**src/rtl/fft_pkg.sv**
```systemverilog
// -----------------------------------------------------------------------------
// fft_pkg
// Shared constants and types for the radix-2 SDF FFT stage sequencer.
// No ports. Provides default frame geometry, datapath widths and the
// stage state type used by fft_stage_seq.
// -----------------------------------------------------------------------------
package fft_pkg;

    localparam int FFT_N_POINTS = 512;
    localparam int FFT_LANES    = 16;
    localparam int FFT_BEATS    = FFT_N_POINTS / FFT_LANES;
    localparam int FFT_DELAY    = 4;
    localparam int FFT_PIPE_LAT = 2;
    localparam int FFT_TW_AW    = $clog2(FFT_N_POINTS);

    // Datapath widths, shared with the stage datapath modules.
    localparam int FFT_DATA_W   = 16;
    localparam int FFT_TWF_W    = 16;

    typedef enum logic [1:0] {
        IDLE  = 2'd0,
        RUN   = 2'd1,
        FLUSH = 2'd2
    } stage_state_e;

endpackage

```
**src/rtl/valid_delay_line.sv**
```systemverilog
// -----------------------------------------------------------------------------
// valid_delay_line
// Fixed-depth 1-bit shift register with asynchronous clear, used to align
// stage-level markers with the butterfly + CBFP register pipeline.
// Ports:
//   clk   in   clock
//   rstn  in   async active-low reset, clears every stage
//   i_d   in   marker entering the pipe
//   o_q   out  marker delayed by DEPTH cycles
// -----------------------------------------------------------------------------
module valid_delay_line #(
    parameter int DEPTH = 2
) (
    input  logic clk,
    input  logic rstn,
    input  logic i_d,
    output logic o_q
);

    logic [DEPTH-1:0] r_pipe;

    always_ff @(posedge clk or negedge rstn) begin
        if (!rstn) begin
            r_pipe <= '0;
        end else begin
            r_pipe <= (r_pipe << 1) | DEPTH'(i_d);
        end
    end

    assign o_q = r_pipe[DEPTH-1];

endmodule

```
**src/rtl/fft_stage_seq.sv**
```systemverilog
// -----------------------------------------------------------------------------
// fft_stage_seq
// Sequencer for one 16-lane radix-2 SDF FFT stage. Counts accepted beats per
// frame and drives the shift register, feedback mux, butterfly, twiddle ROM
// and output-valid/frame markers.
//
//   state | meaning
//   IDLE  | waiting for the first beat of a frame
//   RUN   | accepting beats 0..BEATS-1, fill / combine alternating
//   FLUSH | DELAY cycles draining stored differences, input held off
//
// Ports:
//   clk          in   clock
//   rstn         in   async active-low reset
//   din_valid    in   upstream beat valid
//   din_ready    out  beat accepted when din_valid & din_ready
//   sr_shift_en  out  advance shift register
//   sel_fb       out  shift-register input = stored difference path
//   bfly_en      out  butterfly combines shift-reg output with input
//   twf_addr     out  twiddle ROM base address
//   twf_valid    out  twiddle product valid (ROM output aligned)
//   valid_out    out  stage output beat valid
//   frame_start  out  first accepted beat of a frame
//   frame_done   out  last output beat of a frame
// -----------------------------------------------------------------------------
module fft_stage_seq
    import fft_pkg::*;
#(
    parameter int N_POINTS = FFT_N_POINTS,
    parameter int LANES    = FFT_LANES,
    parameter int DELAY    = FFT_DELAY,
    parameter int PIPE_LAT = FFT_PIPE_LAT,
    parameter int TW_AW    = FFT_TW_AW
) (
    input  logic             clk,
    input  logic             rstn,
    input  logic             din_valid,
    output logic             din_ready,
    output logic             sr_shift_en,
    output logic             sel_fb,
    output logic             bfly_en,
    output logic [TW_AW-1:0] twf_addr,
    output logic             twf_valid,
    output logic             valid_out,
    output logic             frame_start,
    output logic             frame_done
);

    localparam int BEATS  = N_POINTS / LANES;
    localparam int CNT_W  = $clog2(BEATS);
    localparam int PH_BIT = $clog2(DELAY);

    stage_state_e     r_state;
    logic [CNT_W-1:0] r_beat_cnt;
    logic [CNT_W-1:0] r_out_cnt;
    logic             r_din_ready;
    logic [TW_AW-1:0] r_twf_addr;
    logic             r_twf_valid;

    logic w_accept;
    logic w_phase;
    logic w_flush;
    logic w_last_in;
    logic w_flush_end;
    logic w_out_beat;
    logic w_done_beat;

    assign w_accept    = din_valid & r_din_ready;
    assign w_phase     = r_beat_cnt[PH_BIT];
    assign w_flush     = (r_state == FLUSH);
    assign w_last_in   = w_accept & (r_beat_cnt == CNT_W'(BEATS - 1));
    // In FLUSH the beat counter is reused to time the drain.
    assign w_flush_end = w_flush & (r_beat_cnt == CNT_W'(DELAY - 1));

    assign din_ready   = r_din_ready;
    assign sr_shift_en = w_accept | w_flush;
    assign sel_fb      = (w_accept & w_phase) | w_flush;
    assign bfly_en     = w_accept & w_phase;
    assign frame_start = w_accept & (r_state == IDLE);
    assign twf_addr    = r_twf_addr;
    assign twf_valid   = r_twf_valid;

    // An output beat leaves the stage for every sum (combine beat), every
    // drained difference (flush) and every difference pushed out of the
    // shift register by a fill beat once the first block has been combined.
    assign w_out_beat  = bfly_en | w_flush |
                         (w_accept & ~w_phase &
                          ({1'b0, r_beat_cnt} >= (CNT_W + 1)'(2 * DELAY)));
    assign w_done_beat = w_out_beat & (r_out_cnt == CNT_W'(BEATS - 1));

    always_ff @(posedge clk or negedge rstn) begin
        if (!rstn) begin
            r_state     <= IDLE;
            r_beat_cnt  <= '0;
            r_din_ready <= 1'b0;
        end else begin
            case (r_state)
                IDLE: begin
                    r_din_ready <= 1'b1;
                    if (w_accept) begin
                        r_state    <= RUN;
                        r_beat_cnt <= r_beat_cnt + 1'b1;
                    end
                end
                RUN: begin
                    r_din_ready <= ~w_last_in;
                    if (w_last_in) begin
                        r_state    <= FLUSH;
                        r_beat_cnt <= '0;
                    end else if (w_accept) begin
                        r_beat_cnt <= r_beat_cnt + 1'b1;
                    end
                end
                FLUSH: begin
                    if (w_flush_end) begin
                        r_state     <= IDLE;
                        r_beat_cnt  <= '0;
                        r_din_ready <= 1'b1;
                    end else begin
                        r_beat_cnt  <= r_beat_cnt + 1'b1;
                        r_din_ready <= 1'b0;
                    end
                end
                default: begin
                    r_state     <= IDLE;
                    r_beat_cnt  <= '0;
                    r_din_ready <= 1'b0;
                end
            endcase
        end
    end

    always_ff @(posedge clk or negedge rstn) begin
        if (!rstn) begin
            r_twf_addr  <= '0;
            r_twf_valid <= 1'b0;
            r_out_cnt   <= '0;
        end else begin
            r_twf_valid <= bfly_en | w_flush;
            // Address is consumed in the bfly/flush cycle, then stepped; it is
            // parked at 0 between frames so frame_start always sees 0.
            if (frame_start || w_flush_end) begin
                r_twf_addr <= '0;
            end else if (bfly_en || w_flush) begin
                r_twf_addr <= r_twf_addr + TW_AW'(LANES);
            end
            if (w_out_beat) begin
                r_out_cnt <= w_done_beat ? '0 : r_out_cnt + 1'b1;
            end
        end
    end

    valid_delay_line #(
        .DEPTH (PIPE_LAT)
    ) u_valid_dly (
        .clk  (clk),
        .rstn (rstn),
        .i_d  (w_out_beat),
        .o_q  (valid_out)
    );

    valid_delay_line #(
        .DEPTH (PIPE_LAT)
    ) u_done_dly (
        .clk  (clk),
        .rstn (rstn),
        .i_d  (w_done_beat),
        .o_q  (frame_done)
    );

endmodule
```
**config.mk**
```make
export PLATFORM = sky130hd
export DESIGN_NAME = fft_stage_seq
export DESIGN_NICKNAME = d
export VERILOG_FILES = /design/src/rtl/fft_pkg.sv /design/src/rtl/valid_delay_line.sv /design/src/rtl/fft_stage_seq.sv
export SDC_FILE = /design/constraint.sdc
export NUM_CORES = 1
export LEC_CHECK = 0
export CORE_MARGIN = 2
export CORE_UTILIZATION = 44
export DETAILED_ROUTE_END_ITERATION = 16
export HOLD_SLACK_MARGIN = 0.03
export PLACE_DENSITY = 0.69
export REMOVE_ABC_BUFFERS = 1
export SKIP_LAST_GASP = 1
export SYNTH_ARGS = -nofsm -noshare
export SYNTH_HDL_FRONTEND = slang
export SYNTH_SLANG_ARGS = --single-unit
```
**constraint.sdc**
```tcl
create_clock -name clk -period 2.34 [get_ports clk]
set_input_delay 0.468 -clock clk [delete_from_list [all_inputs] [get_ports clk]]
set_output_delay 0.468 -clock clk [all_outputs]
set_load 0.03 [all_outputs]
```
==> summary.md, run 1 <==
| Metric | Value |
|---|---|
| Status | complete, no violations |
| Post-CTS Setup Repair Bufs | 0 |
| Crit Path Class | in2out |
| WP data arrival | between 1.5 and 2 ns |
| Row count | 18 |
| Antenna violations before repair | 0 |
| Max Cap Viol | 0 |
| Largest family of logic cells by synthesized area | simple AND/OR/NAND/NOR gates |
| H-Tree Depth | 1 |
| Fin. max-slew vios | 0 |
| Inserted Clock Buffers | 3 |
| ANT nets after route | 0 |
| Ys Warns | 0 |
| DRC violations left | 0 |
| Yosys top cell by area | dfrtp_1 |
| Total number of vias | ~820 |
| DP Wirelength | around 1.4 mm |
| First-pass GRT wire length | ~3.3 mm |
| Antenna diodes | 0 |
| DR WL/cell | approximately 12 um |
| Simple-gate portion of the synthesized area | 20.6% |
| Worst-Skew Late Latency | slightly above 0.3 ns |
| Largest cells by area after synthesis | dfrtp_1, ha_1, buf_4, nand2_1, nor2_1 |
| Mapped Avg Cell Area | ~10 um2 |
| Mux cell area share after synthesis | under 10% |
| Post-Syn Area | 1120 um2 |
| Complex-gate fraction of the synthesized area | 12.9% |
| Peak VDD IR | 0.644 mV |
| Final Hold Viols | 0 |
| PwrDens | 1070 nW/um2 |
| Switch share | between 30 and 40% |
| Part of the power in the clock network | 13.3% |
| Setup TNS | 0 ns |
| Startpoint Class | input pin |
| Synth unique cells | 32 |
| Reg clk slew, reported paths | roughly 0.13 ns |
| Vias per inst | about 5.3 |
| CTS tree | yes |
| Post-Route WL | 1.93 mm |
| Vias in the first global route | around 760 |
| Share of cells above drive strength 1 | between 10% and 20% |
| Layout area overhead | 17.2% |
| Share of power burned in registers | 45.5% |
| Adder-Cell Fraction of Synth Area | ~5.6% |
| All-Layer GR Usage | about 16% |
| Min-Delay Path Class | reg2reg |
| Core Footprint | between 2000 and 2500 um2 |
| CTS-repair resized insts | 0 |
| CP Max Fanout | 3 |
| Fin nets | between 100 and 150 |
| Comb power frac | roughly two fifths |
| # IOs | 20 |
| Top cell type's share of synthesized area | 51.5% |
| Commonest cells after routing, fill and taps aside | dfrtp_1, clkdlybuf4s50_1, nor2_1, nand2_1 |
| Seq/Total Area, Yosys | a little over 50% |
| Die ar. | 2960 um2 |
| Worst Hold Slack | between 0.3 and 0.4 ns |
| GRT overflow | 0 |
| Fmax | 446 MHz |
| Hold buffers post-CTS | 0 |
| Iteration-0 DRC Markers | 30 |
| RSZ-0062 raised after global routing | false |
| Synthesis-stage register bit count | 23 |
| Sw Pwr | approximately 560 uW |
| Int Pwr | between 800 and 900 uW |
| DRT Pass-1 Iters | 4 |
| Setup Skew | around 0.0013 ns |
| Final setup viols | 0 |
| Tmin final | 2.24 ns |
| Root buf cell | clkbuf_4 |
| DIE WIDTH | between 50 and 60 um |
| Synthesized instance count | 107 |
| Worst EP required | 1.87 ns |
| Initial Utilization | a little under half |
| Clock Path Buffers | 2 |
| Final critical-path share of the clock period | 95.7% |
| Xor and xnor fraction of the mapped netlist area | ~3.1% |
| Final Util | between 50 and 60% |
| LEAKAGE | roughly 0.6 nW |
| Largest net degree at the start of global routing | 24 |
| Worst setup EP type | output pin |
| Global placer's final weighted congestion | 0.725 |
| DIE HEIGHT | between 50 and 60 um |
| IO buf count | 15 |
| Clock sinks | 23 |
| Most common cell after layout, fill and taps aside | dfrtp_1 |
==> power by group through the flow <==
stage          logic [mW]  registers (mW)  clock network [mW]
2_1_floorplan       0.299           0.712                   0
3_3_place_gp        0.559           0.636                   0
3_5_place_dp        0.580           0.647                   0
4_1_cts             0.582           0.637               0.190
5_1_grt             0.648           0.657               0.206
6_report            0.576           0.636               0.186
==> cells by family after synthesis <==
family / count (synthesis)
simple gates: 43
other cells: 1
xor+xnor: 4
flops: 23
buf+inv: 8
mux: 1
compound gates: 22
fa+ha+maj: 5
==> routing by layer <==
layer / global-route usage, % / share of wire, %
met1: 19.3 / 46
met2: 26.9 / 47
met3: 4.10 / 5.6
met4: 6.25 / 0.88
met5: 0 / 0
==> critical path: stages <==
cell,delay [ns]
clkdlybuf4s50_1,0.50
nand2_1,0.08
nand2_1,0.06
clkdlybuf4s50_1,0.66
==> synthesized netlist by cell type <==
cell type	number
a211o_1	2
a21o_1	3
a21oi_1	5
a22o_1	2
a31oi_1	1
and2_1	2
and3_1	2
buf_4	5
buf_6	1
conb_1	1
dfrtp_1	23
ha_1	5
inv_1	2
mux2_2	1
nand2_1	10
nand2b_1	3
nand2b_4	1
nand3_1	6
nand3b_1	1
nor2_1	10
nor2b_1	1
nor3_1	3
nor3b_1	1
nor4b_1	1
nor4b_2	1
o2111ai_1	1
o21a_1	2
o21ai_0	5
o22ai_1	1
or4_1	1
xnor2_1	2
xor2_1	2
==> final timing paths <==
check                                startpoint              endpoint  slack, ns  cells after the start
max in group asynchronous                  rstn          r_out_cnt[4]       1.63                      2
min                        u_done_dly.r_pipe[0]  u_done_dly.r_pipe[1]       0.36                      0
max reg2reg                        r_out_cnt[0]          r_out_cnt[3]       0.54                      5
min reg2reg                u_done_dly.r_pipe[0]  u_done_dly.r_pipe[1]       0.36                      0
max                                   din_valid           sr_shift_en        0.1                      4
min in group asynchronous                  rstn           twf_addr[7]       0.49                      2
==> cell type report <==
class                      count  area [um2]
clock buffer                   3        22.5
timing repair buffer          18         165
tap                           30        37.5
multi-input combinational     79         498
inverter                       2        7.51
fill                         212        1120
sequential                    23         576
clock inverter                 1        5.00
==> metrics by stage <==
| stage | setup slack, ns | instances | total power, mW | instance area [um2] |
|---|---|---|---|---|
| floorplan | 0.604 | 104 | 1.01 | 1080 |
| global placement | 0.129 | 152 | 1.20 | 1280 |
| detailed placement | 0.105 | 152 | 1.23 | 1280 |
| CTS | 0.0954 | 156 | 1.41 | 1310 |
| global route | 0.0361 | 156 | 1.51 | 1310 |
| finish | 0.0998 | 156 | 1.40 | 1310 |
==> registers in the layout (all words and copies together), names as in the netlist <==
| signal | cells |
|---|---|
| r_out_cnt | 5 |
| twf_addr | 5 |
| r_state | 2 |
| twf_valid | 1 |
| din_ready | 1 |
| u_valid_dly.r_pipe | 2 |
| r_beat_cnt | 5 |
| u_done_dly.r_pipe | 2 |
(Power assumes the default switching activity.)
==> run 2: changes to the inputs <==
- CTS_CLUSTER_SIZE: not set -> 20
==> results of run 2 <==
The final DEF is identical to that of run 1; final timing and power are the same.
